[config.mk]
export PLATFORM = sky130hd
export DESIGN_NAME = keystream_session_arbiter
export DESIGN_NICKNAME = d
export VERILOG_FILES = /design/src/rtl/keystream_session_arbiter.sv
export SDC_FILE = /design/constraint.sdc
export NUM_CORES = 1
export LEC_CHECK = 0
export BUFFER_PORTS_ARGS = -buffer_cell sky130_fd_sc_hd__buf_4
export CORE_MARGIN = 5
export CORE_UTILIZATION = 50
export DETAILED_ROUTE_END_ITERATION = 16
export PLACE_DENSITY = 0.78
export SLEW_MARGIN = 20
export SYNTH_ARGS = -nofsm -noshare
export SYNTH_HDL_FRONTEND = slang
export SYNTH_SLANG_ARGS = --single-unit
export TNS_END_PERCENT = 10
[constraint.sdc]
create_clock -name clk -period 3.39 [get_ports clk]
set_input_delay 0.678 -clock clk [delete_from_list [all_inputs] [get_ports clk]]
set_output_delay 0.678 -clock clk [all_outputs]
set_load 0.02 [all_outputs]
[src/rtl/keystream_session_arbiter.sv]
// rtl/keystream_session_arbiter.sv - round-robin session arbiter sharing one keystream core
module keystream_session_arbiter #(
  parameter int NREQ   = 2,
  parameter int LEN_W  = 4,
  parameter int WARMUP = 8
) (
  input  logic                     clk,
  input  logic                     rst,
  input  logic [NREQ-1:0]          req_valid,
  input  logic [NREQ*8-1:0]        req_seed,
  input  logic [NREQ*LEN_W-1:0]    req_len,
  output logic [NREQ-1:0]          req_ready,
  output logic [((NREQ <= 2) ? 1 : $clog2(NREQ))-1:0] grant_id,
  output logic                     busy,
  input  logic                     din_valid,
  input  logic [7:0]               din,
  output logic                     din_ready,
  output logic                     dout_valid,
  output logic [7:0]               dout,
  output logic [((NREQ <= 2) ? 1 : $clog2(NREQ))-1:0] dout_id,
  output logic                     dout_last,
  input  logic                     dout_ready,
  output logic                     done,
  output logic                     core_load,
  output logic [7:0]               core_seed,
  output logic                     core_step,
  input  logic                     core_bit
);

  localparam int ID_W = (NREQ <= 2) ? 1 : $clog2(NREQ);
  localparam int WC_W = (WARMUP <= 2) ? 1 : $clog2(WARMUP);
  localparam logic [WC_W-1:0] WARM_LAST = WC_W'((WARMUP > 0) ? WARMUP - 1 : 0);

  typedef enum logic [2:0] {
    S_IDLE, S_LOAD, S_WARM, S_GEN, S_WAIT_IN, S_OUT, S_DONE
  } state_t;

  state_t state, state_nx;

  logic [ID_W-1:0]  ptr;
  logic [ID_W-1:0]  owner;
  logic [ID_W-1:0]  pick;
  logic [ID_W-1:0]  cand;
  logic             found;
  logic             grant;
  logic [7:0]       sel_seed;
  logic [LEN_W-1:0] sel_len;
  logic [7:0]       seed_q;
  logic [7:0]       ks;
  logic [LEN_W-1:0] remaining;
  logic [WC_W-1:0]  warm_cnt;
  logic [2:0]       bit_cnt;
  logic [7:0]       dout_q;
  logic [ID_W-1:0]  dout_id_q;
  logic             dout_last_q;

  // 0x00 and 0xFF are command codes on the core side, so they are nudged off
  function automatic logic [7:0] sanitize(input logic [7:0] s);
    if (s == 8'h00)      return 8'h01;
    else if (s == 8'hFF) return 8'hFE;
    else                 return s;
  endfunction

  // Round-robin search: first requesting index at or after the pointer, wrapping
  always_comb begin
    found = 1'b0;
    pick  = '0;
    cand  = '0;
    for (int k = 0; k < NREQ; k++) begin
      cand = ID_W'((int'(ptr) + k) % NREQ);
      if (!found && req_valid[cand]) begin
        found = 1'b1;
        pick  = cand;
      end
    end
  end

  assign grant = (state == S_IDLE) && found && !rst;

  // Mux the winner's seed and length with constant slices
  always_comb begin
    sel_seed = 8'h00;
    sel_len  = '0;
    for (int k = 0; k < NREQ; k++) begin
      if (pick == ID_W'(k)) begin
        sel_seed = req_seed[8*k +: 8];
        sel_len  = req_len[LEN_W*k +: LEN_W];
      end
    end
  end

  // One-hot acceptance pulse to the winning requester
  always_comb begin
    req_ready = '0;
    if (grant) req_ready[pick] = 1'b1;
  end

  // State register
  always_ff @(posedge clk or posedge rst) begin
    if (rst) state <= S_IDLE;
    else     state <= state_nx;
  end

  // Next-state logic; the core is locked to one session until DONE
  always_comb begin
    state_nx = state;
    case (state)
      S_IDLE:    if (grant) state_nx = (sel_len == '0) ? S_DONE : S_LOAD;
      S_LOAD:    state_nx = (WARMUP > 0) ? S_WARM : S_GEN;
      S_WARM:    if (warm_cnt == WARM_LAST) state_nx = S_GEN;
      S_GEN:     if (bit_cnt == 3'd7) state_nx = S_WAIT_IN;
      S_WAIT_IN: if (din_valid) state_nx = S_OUT;
      S_OUT:     if (dout_ready) state_nx = dout_last_q ? S_DONE : S_GEN;
      S_DONE:    state_nx = S_IDLE;
      default:   state_nx = S_IDLE;
    endcase
  end

  // Session bookkeeping, keystream assembly and the result register
  always_ff @(posedge clk or posedge rst) begin
    if (rst) begin
      ptr         <= '0;
      owner       <= '0;
      seed_q      <= 8'h00;
      remaining   <= '0;
      warm_cnt    <= '0;
      bit_cnt     <= 3'd0;
      ks          <= 8'h00;
      dout_q      <= 8'h00;
      dout_id_q   <= '0;
      dout_last_q <= 1'b0;
    end else begin
      if (grant) begin
        owner     <= pick;
        ptr       <= ID_W'((int'(pick) + 1) % NREQ);
        seed_q    <= sanitize(sel_seed);
        remaining <= sel_len;
      end
      warm_cnt <= (state == S_WARM) ? warm_cnt + 1'b1 : '0;
      bit_cnt  <= (state == S_GEN) ? bit_cnt + 3'd1 : 3'd0;
      if (state == S_GEN) ks <= {ks[6:0], core_bit};
      if (state == S_WAIT_IN && din_valid) begin
        dout_q      <= din ^ ks;
        dout_id_q   <= owner;
        dout_last_q <= (remaining == LEN_W'(1));
      end
      if (state == S_OUT && dout_ready) remaining <= remaining - 1'b1;
    end
  end

  assign grant_id   = owner;
  assign busy       = grant || (state != S_IDLE);
  assign din_ready  = (state == S_WAIT_IN);
  assign dout_valid = (state == S_OUT);
  assign dout       = dout_q;
  assign dout_id    = dout_id_q;
  assign dout_last  = dout_last_q;
  assign done       = (state == S_DONE);
  assign core_load  = (state == S_LOAD);
  assign core_seed  = (state == S_LOAD) ? seed_q : 8'h00;
  assign core_step  = (state == S_WARM) || (state == S_GEN);

endmodule

==> impl_metrics.py <==
metrics = {
    "synth": {
        "syn_inst": 216,
        "syn_nets": 261,
        "ys_warn_count": 0,
        "synth_edf_count": 0,
        "ys_async_sr_fraction": 1.000,
        "synthTopCellsByArea": "dfrtp_1 (47%), mux2_2 (6.2%), nor2_1 (4.3%), ha_1 (3.4%), nand2_1 (3.4%)",
        "synth_flop_cell": "dfrtp_1",
        "seq_area_frac_synth": 0.4707,
        "synth_top_area_share": 0.4707,
        "synth_common_cells": "dfrtp_1 (41), nor2_1 (25), nand2_1 (20)",
        "synth.most_common_cell": "dfrtp_1",
        "ys_ff_latch": 41,
        "synth_cell_types": 41,
        "yosys.area.top_type": "dfrtp_1",
        "avgSynthCellArea_um2": 10.09,
        "syn_area_um2": 2180,
    },
    "global_routing": {
        "grt_use_total": 0.1731,
        "antenna_found_initial": 0,
        "gr-total-overflow": 0,
        "grt_max_degree": 42,
        "first_global_vias": 1748,
        "grt_pass1_wl_um": 8314,
    },
    "floorplanning": {
        "die_y_um": 76.03,
        "io_pins": 66,
        "floorplan.core_area_um2": 4294,
        "rows": 24,
        "die_w_um": 76.03,
        "initial_core_util": 0.5076,
        "die_area_um2": 5780,
    },
    "sta": {
        "worst_slack_ns": 0.7020,
        "rsz0062_at_grt": "no",
        "setup_viol": 0,
        "finalSetupTns_ns": 0,
        "whs_ns": 0.4343,
        "max_freq_ghz": 0.3720,
        "maxSlewViolCount": 0,
        "final.min_clock_period_ns": 2.688,
        "fin_crit_sh": 0.7929,
        "hold_violations": 0,
        "maxSlewHeadroom": 0.4601,
        "worst_slew_pin_slew_ns": 0.8038,
        "finClkSkew_ns": 0.008967,
    },
    "power": {
        "cellLeakagePower_nw": 1.322,
        "p_per_area_nw_per_um2": 826.3,
        "vdd_ir_drop_max_mv": 0.5307,
    },
    "final_layout": {
        "final_cells": 334,
        "antennaDiodeCount": 0,
        "fin_util": 0.6463,
        "drive_gt1_frac": 0.3369,
        "area_growth_pct": 27.32,
        "finalNetCount": 327,
    },
    "drt": {
        "drcViolationCount": 0,
        "drt_iter0_markers": 76,
        "wirelength_um": 4795,
        "vias_per_cell": 5.275,
        "ant_nets": 0,
        "wire_per_inst_um": 14.36,
        "firstDrtPassIters": 4,
        "via_count": 1762,
    },
    "clock_network": {
        "cts_hold_buf": 0,
        "cts_tree": "done",
        "postCtsSetupBuffers": 0,
        "clk_latency_ns": 0.29,
        "clkTransAtPathRegs_ns": 0.08,
        "post_cts_resize_count": 0,
        "cts.sinks": 41,
        "clock-root-buffer": "clkbuf_8",
        "clk_path_buf_depth": 2,
        "htree_levels": 2,
        "cts_made_buffers": 5,
    },
    "placement": {
        "dp_cells": 327,
        "place_ws_ns": 0.7017,
        "place.gp.congestion": 0.7972,
        "dp_hpwl_um": 3636,
        "io_buffers": 65,
    },
    "min_path": {
        "hp-class": "reg -> reg",
    },
    "worst_setup_path": {
        "crit_type": "in -> out",
        "cp.required_ns": 2.71,
        "path_max_fanout": 10,
        "worstPathArrival_ns": 2.01,
        "end_kind": "output port",
        "worstSetupStartpointType": "primary input",
    },
    "status": {
        "status": "finished, final reports clean",
    },
    "flow_run": {
        "max-cap-violations": 0,
    },
}
[flip-flops by register name, summed over array words and instances, names as in the netlist]
| signal | flops |
|---|---|
| seed_q | 8 |
| dout_id | 1 |
| state | 3 |
| remaining | 4 |
| grant_id | 1 |
| bit_cnt | 3 |
| dout | 8 |
| warm_cnt | 3 |
| ptr | 1 |
| dout_last | 1 |
| ks | 8 |
[final timing paths]
kind	start	end	slack (ns)	cells after the start
max in group asynchronous	rst	remaining[2]	2.50	3
min in group asynchronous	rst	ptr	0.53	3
setup reg to reg	state[0]	dout_id	1.46	4
setup / recovery	rst	req_ready[1]	0.70	5
hold / removal	bit_cnt[0]	bit_cnt[0]	0.43	1
hold reg to reg	bit_cnt[0]	bit_cnt[0]	0.43	1
[power by group]
group          leakage (nW)  internal [mW]  switching (mW)  total (mW)
Combinational         0.790          0.524           0.573        1.10
Sequential            0.491          0.721           0.175       0.896
Clock                0.0412          0.142           0.158       0.301
[cell usage in the layout, fill, tap and decap left out, drive strengths merged]
cell type / instances
a211o: 1
a21boi: 1
a21o: 1
a21oi: 11
a31oi: 7
and2: 11
and2b: 1
and3: 3
buf: 68
clkbuf: 6
clkinv: 1
dfrtp: 41
ha: 6
inv: 7
mux2: 12
mux2i: 6
nand2: 21
nand2b: 3
nand3: 10
nand3b: 1
nand4: 3
nor2: 26
nor3: 1
nor3b: 1
nor4: 7
o2111ai: 1
o211ai: 3
o21ai: 7
o21bai: 3
o221ai: 1
o31a: 1
or4: 2
xnor2: 8
[logic make-up after synthesis]
kind of cell    Yosys count  synth area share
fa+ha+maj                 6           0.03444
xor+xnor                  8           0.03215
flops                    41            0.4707
buf+inv                  16           0.04018
simple gates             90            0.2193
compound gates           37            0.1137
mux                      18           0.08955
[worst max-delay path: stages]
cell and delay, ns:
buf_4 0.11, o21bai_2 0.22, or4_1 0.65, nor2_4 0.20
buf_4 0.15
[area by class of cell]
type | count | area [um^2]
inverter | 7 | 26.28
sequential | 41 | 1026
fill | 374 | 1519
timing repair buffer | 68 | 510.5
clock inverter | 1 | 8.758
multi-input combinational | 159 | 1066
clock buffer | 6 | 72.57
tap | 52 | 65.06
[routing by layer]
layer,vias to the layer above,track usage,part of all wire
li1,887,-,-
met1,824,0.2127,0.44
met2,49,0.2937,0.50
met3,2,0.05437,0.054
met4,0,0.04270,0.0069
met5,-,0,0
[per-stage QoR]
step                      instance area [um^2]  power (mW)
final                                     2775       2.293
after global routing                      2775       2.487
after CTS                                 2775       2.320
after detailed placement                  2694       2.016
after global placement                    2694       1.976
after floorplan                           2180       1.655
Note: power is estimated with default switching activity, not from simulation.
